<file path="config.mk">
export PLATFORM = sky130hd
export DESIGN_NAME = branch_pred_ctrl
export DESIGN_NICKNAME = d
export VERILOG_FILES = /design/src/rtl/branch_pred_ctrl_pkg.sv /design/src/rtl/branch_upd_fifo.sv /design/src/rtl/branch_pred_ctrl.sv
export SDC_FILE = /design/constraint.sdc
export NUM_CORES = 1
export LEC_CHECK = 0
export ABC_AREA = 1
export CORE_MARGIN = 10
export CORE_UTILIZATION = 60
export CTS_CLUSTER_SIZE = 10
export DETAILED_ROUTE_END_ITERATION = 8
export DONT_BUFFER_PORTS = 1
export PLACE_DENSITY = 0.82
export SYNTH_ARGS = -nofsm -noshare
export SYNTH_HDL_FRONTEND = slang
export SYNTH_SLANG_ARGS = --single-unit
</file>
<file path="constraint.sdc">
create_clock -name clk -period 3.65 [get_ports clk]
set_clock_uncertainty 0.15 [all_clocks]
set_input_delay 0.365 -clock clk [delete_from_list [all_inputs] [get_ports clk]]
set_output_delay 0.365 -clock clk [all_outputs]
set_load 0.05 [all_outputs]
</file>
<file path="src/rtl/branch_pred_ctrl_pkg.sv">
// Shared types for the branch history memory controller: state encoding and
// the queued-update entry.
package branch_pred_ctrl_pkg;

    localparam int unsigned BP_ADDR_W = 6;

    typedef enum logic [0:0] {
        ST_INIT = 1'b0,
        ST_RUN  = 1'b1
    } bp_state_e;

    typedef struct packed {
        logic [BP_ADDR_W-1:0] addr;
        logic                 taken;
    } upd_entry_t;

endpackage

</file>
<file path="src/rtl/branch_upd_fifo.sv">
// Update queue for resolved branches. Exposes the raw entry array, read index and
// occupancy so the controller can search queued updates.
module branch_upd_fifo
    import branch_pred_ctrl_pkg::*;
#(
    parameter int unsigned UQ_DEPTH = 4,
    localparam int unsigned PTR_W   = $clog2(UQ_DEPTH)
) (
    input  logic             clk_i,
    input  logic             rst_ni,
    input  logic             clear_i,
    input  logic             push_i,
    input  upd_entry_t       push_entry_i,
    input  logic             pop_i,
    output upd_entry_t       head_o,
    output logic             full_o,
    output logic             empty_o,
    output logic [PTR_W:0]   count_o,
    output logic [PTR_W-1:0] rd_idx_o,
    output upd_entry_t       entries_o [UQ_DEPTH]
);

    logic [PTR_W:0] wr_ptr_q, wr_ptr_d;
    logic [PTR_W:0] rd_ptr_q, rd_ptr_d;
    upd_entry_t     mem_q [UQ_DEPTH];

    always_comb begin
        wr_ptr_d = wr_ptr_q;
        rd_ptr_d = rd_ptr_q;
        if (clear_i) begin
            wr_ptr_d = '0;
            rd_ptr_d = '0;
        end else begin
            if (push_i) wr_ptr_d = wr_ptr_q + (PTR_W+1)'(1);
            if (pop_i)  rd_ptr_d = rd_ptr_q + (PTR_W+1)'(1);
        end
    end

    always_ff @(posedge clk_i or negedge rst_ni) begin
        if (!rst_ni) begin
            wr_ptr_q <= '0;
            rd_ptr_q <= '0;
        end else begin
            wr_ptr_q <= wr_ptr_d;
            rd_ptr_q <= rd_ptr_d;
        end
    end

    always_ff @(posedge clk_i) begin
        if (push_i && !clear_i) mem_q[wr_ptr_q[PTR_W-1:0]] <= push_entry_i;
    end

    assign count_o   = wr_ptr_q - rd_ptr_q;
    assign empty_o   = (wr_ptr_q == rd_ptr_q);
    assign full_o    = (count_o == (PTR_W+1)'(UQ_DEPTH));
    assign rd_idx_o  = rd_ptr_q[PTR_W-1:0];
    assign head_o    = mem_q[rd_ptr_q[PTR_W-1:0]];
    assign entries_o = mem_q;

endmodule

</file>
<file path="src/rtl/branch_pred_ctrl.sv">
// Single-port arbiter for the 1-bit branch history memory: clear sweep, lookups,
// buffered updates. Define UPD_BYPASS_EN to forward queued updates to lookups.
module branch_pred_ctrl
    import branch_pred_ctrl_pkg::*;
#(
    parameter int unsigned ADDR_W   = BP_ADDR_W,
    parameter int unsigned ENTRIES  = 32,
    parameter int unsigned UQ_DEPTH = 4,
    parameter bit          INIT_VAL = 1'b0
) (
    input  logic              clk,
    input  logic              rst_n,
    input  logic              flush_req,
    input  logic              lookup_valid,
    input  logic [ADDR_W-1:0] lookup_addr,
    output logic              lookup_ready,
    output logic              pred_taken,
    input  logic              upd_valid,
    input  logic [ADDR_W-1:0] upd_addr,
    input  logic              upd_taken,
    output logic              upd_ready,
    output logic [ADDR_W-1:0] mem_addr,
    output logic              mem_wd,
    output logic              mem_we,
    input  logic              mem_rd,
    output logic              init_done
);

    localparam int unsigned       PTR_W    = $clog2(UQ_DEPTH);
    localparam logic [ADDR_W-1:0] LAST_IDX = ADDR_W'(ENTRIES - 1);

    bp_state_e         state_q, state_d;
    logic [ADDR_W-1:0] cnt_q, cnt_d;
    logic              init_done_q, init_done_d;
    logic              run;
    logic              q_full, q_empty, q_push, q_pop;
    upd_entry_t        q_head, q_in;
    logic              pred_src;

`ifdef UPD_BYPASS_EN
    logic [PTR_W:0]   q_count;
    logic [PTR_W-1:0] q_rd_idx;
    upd_entry_t       q_entries [UQ_DEPTH];
`endif

    assign run = (state_q == ST_RUN);

    always_comb begin
        state_d     = state_q;
        cnt_d       = cnt_q;
        init_done_d = init_done_q;
        if (flush_req) begin
            state_d     = ST_INIT;
            cnt_d       = '0;
            init_done_d = 1'b0;
        end else if (state_q == ST_INIT) begin
            if (cnt_q == LAST_IDX) begin
                state_d     = ST_RUN;
                cnt_d       = '0;
                init_done_d = 1'b1;
            end else begin
                cnt_d = cnt_q + ADDR_W'(1);
            end
        end
    end

    always_ff @(posedge clk or negedge rst_n) begin
        if (!rst_n) begin
            state_q     <= ST_INIT;
            cnt_q       <= '0;
            init_done_q <= 1'b0;
        end else begin
            state_q     <= state_d;
            cnt_q       <= cnt_d;
            init_done_q <= init_done_d;
        end
    end

    assign init_done = init_done_q;

    // A full queue preempts lookups so updates cannot starve behind a busy fetch stage.
    always_comb begin
        mem_addr     = lookup_addr;
        mem_wd       = INIT_VAL;
        mem_we       = 1'b0;
        q_pop        = 1'b0;
        lookup_ready = 1'b0;
        upd_ready    = 1'b0;
        if (!run) begin
            mem_addr = cnt_q;
            mem_we   = rst_n;
        end else begin
            lookup_ready = !q_full;
            upd_ready    = !q_full;
            if (q_full || (!lookup_valid && !q_empty)) begin
                mem_addr = q_head.addr;
                mem_wd   = q_head.taken;
                mem_we   = 1'b1;
                q_pop    = 1'b1;
            end
        end
    end

    assign q_push = upd_valid && upd_ready && !flush_req;
    assign q_in   = '{addr: upd_addr, taken: upd_taken};

`ifdef UPD_BYPASS_EN
    // Walk oldest to youngest so the youngest matching entry wins.
    always_comb begin
        logic [PTR_W-1:0] idx;
        pred_src = mem_rd;
        idx      = '0;
        for (int unsigned i = 0; i < UQ_DEPTH; i++) begin
            idx = PTR_W'(32'(q_rd_idx) + i);
            if ((i < 32'(q_count)) && (q_entries[idx].addr == lookup_addr)) begin
                pred_src = q_entries[idx].taken;
            end
        end
    end
`else
    assign pred_src = mem_rd;
`endif

    assign pred_taken = (lookup_valid && lookup_ready) ? pred_src : 1'b0;

    branch_upd_fifo #(
        .UQ_DEPTH (UQ_DEPTH)
    ) u_upd_fifo (
        .clk_i        (clk),
        .rst_ni       (rst_n),
        .clear_i      (flush_req),
        .push_i       (q_push),
        .push_entry_i (q_in),
        .pop_i        (q_pop),
        .head_o       (q_head),
        .full_o       (q_full),
        .empty_o      (q_empty),
`ifdef UPD_BYPASS_EN
        .count_o      (q_count),
        .rd_idx_o     (q_rd_idx),
        .entries_o    (q_entries)
`else
        .count_o      (),
        .rd_idx_o     (),
        .entries_o    ()
`endif
    );

endmodule

</file>
==> flow_metrics.py <==
metrics = {
    "die": {
        "die_y_microns": 80.5,
        "start_util_pct": 63.8,
        "core.rowCount": 21,
        "core_sq_um": 3440,
        "die_w_microns": 80.5,
        "ioPinCount": 31,
        "die_area_sq_um": 6480,
    },
    "placed_design": {
        "portBuffers": 0,
        "post-place-ws_ns": 0.754,
        "dp_cells": 286,
        "routabilityCongestion": 0.862,
        "hpwlAfterDp_mm": 3.53,
        "placedInstanceArea_sq_um": 2230,
    },
    "yosys": {
        "netlist.area_leader.share_pct": 38.3,
        "synthCells": 245,
        "yosysSeqAreaShare_pct": 54.2,
        "synth_nets": 272,
        "synth_ff_type": "edfxtp_1",
        "synth_area_leaders": "edfxtp_1 (38%), dfrtp_1 (16%), nand2_1 (14%), nand3_1 (8.4%), ha_1 (4.6%)",
        "yosys.area.top_type": "edfxtp_1",
        "async_reset_ff_share_pct": 33.3,
        "synth_cell_types": 29,
        "synth-edff-count": 28,
        "synth-seq-cells": 42,
        "synth_warnings": 0,
        "avgSynthCellArea_sq_um": 8.97,
        "netlist_area_sq_um": 2200,
    },
    "layout": {
        "post-route-util_pct": 69.9,
        "mostFrequentLayoutCell": "nand2_1",
        "n_antenna_cell": 0,
        "regArea_sq_um": 1190,
        "nets": 283,
        "stdcell_area_sq_um": 2410,
        "instances_no_fill": 303,
        "final_cell_mix": "nand2_1 (82), nand3_1 (37), edfxtp_1 (28), inv_1 (23), dfrtp_1 (14)",
        "layout-drive-gt1-share_pct": 9.34,
        "area_growth_pct": 9.51,
        "fill_cells": 252,
        "multiInputGateArea_sq_um": 861,
    },
    "setup_path": {
        "startpoint_type": "flop",
        "cp_max_fo": 10,
        "cp.depth": 9,
        "required_ns": 3.13,
        "cpMaxStageDelayCell": "dfrtp_1",
        "path_delay_family": "simple AND/OR/NAND/NOR gates",
        "r2r_start": "u_upd_fifo.rd_ptr_q[1]$_DFFE_PN0P_",
        "rr_endpoint": "u_upd_fifo.entries_o[8]$_DFFE_PP_",
        "r2r_setup_slack_ns": 0.74,
        "path_buf_inv": 1,
        "slowest_delay_ns": 0.54,
        "path_common_cell": "nand2_1",
        "arrival_ns": 2.66,
        "worstPathCellList": "clkinv_1, ha_1, nand2_1, nand2_1, nand2_1, nand3_4, nand2_4, nand2_4, a21oi_2",
        "cp-end-kind": "output pin",
        "r2r_cells": 9,
        "worst-setup-path-type": "flop to output pin",
    },
    "grt": {
        "antenna_found_initial": 0,
        "grt_usage_pct": 15.6,
        "grt_pass1_vias": 1596,
        "grt_max_degree": 19,
        "grt_first_pass_wirelength_mm": 7.80,
        "gr-total-overflow": 0,
    },
    "routing": {
        "drt_pass1_iterations": 5,
        "drtIter0Drc": 200,
        "wl_per_cell_microns": 15.8,
        "drc": 0,
        "routed_wl_mm": 4.80,
        "viasPerCell": 5.58,
        "drtAntennaViolNets": 0,
        "dr_total_vias": 1692,
    },
    "clock_network": {
        "htree_levels": 2,
        "cts_hold_buf": 2,
        "clk_latency_ns": 0.30,
        "cts_resized": 0,
        "clk_pin_slew_ns": 0.08,
        "cts_buffer_depth": 2,
        "post_cts_buffers": 0,
        "cts_tree": "done",
        "cts_made_buffers": 5,
        "root_buffer": "clkbuf_8",
        "cts.sinks": 42,
    },
    "sta": {
        "final.period_utilization_pct": 87.0,
        "setup_violations": 0,
        "slew_viol_final": 0,
        "rsz0062_at_grt": "false",
        "max-slew-margin-rel_pct": 54.3,
        "finalSetupTns_ns": 0,
        "hold_violations": 0,
        "tightest_slew_ns": 0.686,
        "holdWs_ns": 0.0215,
        "fin_crit_ns": 3.18,
        "setup_slack_ns": 0.473,
        "fmax_mhz": 315,
    },
    "hold_path": {
        "min_to": "run$_DFF_PN0_",
        "min_from": "flush_req",
        "min_path_cells": 1,
        "holdCritPathClass": "input pin to flop",
    },
    "pwr": {
        "ir_worst_vdd_uv": 266,
        "power.leakage_nw": 1.07,
        "total_power_mw": 0.950,
        "power-per-cell-area_nw_per_um2": 395,
    },
    "flow_run": {
        "drv_cap": 0,
    },
    "outcome": {
        "status": "finished clean",
    },
}
## layout make-up
type / instances / area share, %
flip-flops and latches: 42 / 49.5
multi-input cells: 169 / 35.8
repair buffers: 12 / 4.68
inverters: 26 / 4.06
clock buffers: 6 / 3.02
well taps: 46 / 2.39
clock inverters: 2 / 0.572
## synthesized netlist by cell type (4+ instances only)
cell type  count
inv_1         23
a21oi_1        4
nand3_1       37
dfrtp_1       14
nand2_1       82
buf_2          4
nor2_1        13
edfxtp_1      28
o21ai_0        7
ha_1           8
## metal layers
layer  global-route usage [%]  part of all wire [%]  up-vias
met5                        0                     0        -
met4                     7.22                   2.3        0
met3                     5.57                   9.5       11
met2                     24.4                    47       79
met1                     18.5                    41      781
li1                         -                     -      821
## worst register-to-register path: stages (launching register included)
cell,delay [ns]
dfrtp_1,0.54
clkinv_1,0.29
ha_1,0.38
a21oi_1,0.19
nand2_2,0.09
nand3_4,0.13
nand2_1,0.10
inv_2,0.09
nand3_2,0.11
nor2_1,0.50
## state kept, by name, summed over array words and instances, names as in the netlist
name and flops:
init_done 1, run 1, u_upd_fifo.wr_ptr_q 3, cnt_q 6, u_upd_fifo.rd_ptr_q 3, u_upd_fifo.entries_o 28
## where the power goes
group          switching [mW]  total [mW]  internal [mW]
logic                  0.0816       0.122         0.0404
registers             0.00990       0.525          0.515
clock network           0.168       0.303          0.135
total                   0.259       0.950          0.690
## logic make-up after synthesis
kind of cell / synth area share (%)
mux: 0.456
flops: 54.2
simple gates: 29.6
compound gates: 3.76
fa+ha+maj: 4.56
buf+inv: 6.61
xor+xnor: 0.797
## worst max-delay path by stage
| stage | start | to | slack [ns] |
|---|---|---|---|
| final | u_upd_fifo.rd_ptr_q[1]$_DFFE_PN0P_ | mem_wd | 0.47 |
| after global routing | u_upd_fifo.rd_ptr_q[1]$_DFFE_PN0P_ | mem_wd | 0.26 |
| after CTS | u_upd_fifo.rd_ptr_q[1]$_DFFE_PN0P_ | mem_wd | 0.49 |
| after detailed placement | u_upd_fifo.rd_ptr_q[1]$_DFFE_PN0P_ | u_upd_fifo.entries_o[8]$_DFFE_PP_ | 0.75 |
| after global placement | u_upd_fifo.rd_ptr_q[1]$_DFFE_PN0P_ | u_upd_fifo.entries_o[20]$_DFFE_PP_ | 0.90 |
| after floorplan | u_upd_fifo.rd_ptr_q[1]$_DFFE_PN0P_ | u_upd_fifo.entries_o[21]$_DFFE_PP_ | 1.0 |
No activity file was read; power rests on OpenSTA's default activity.
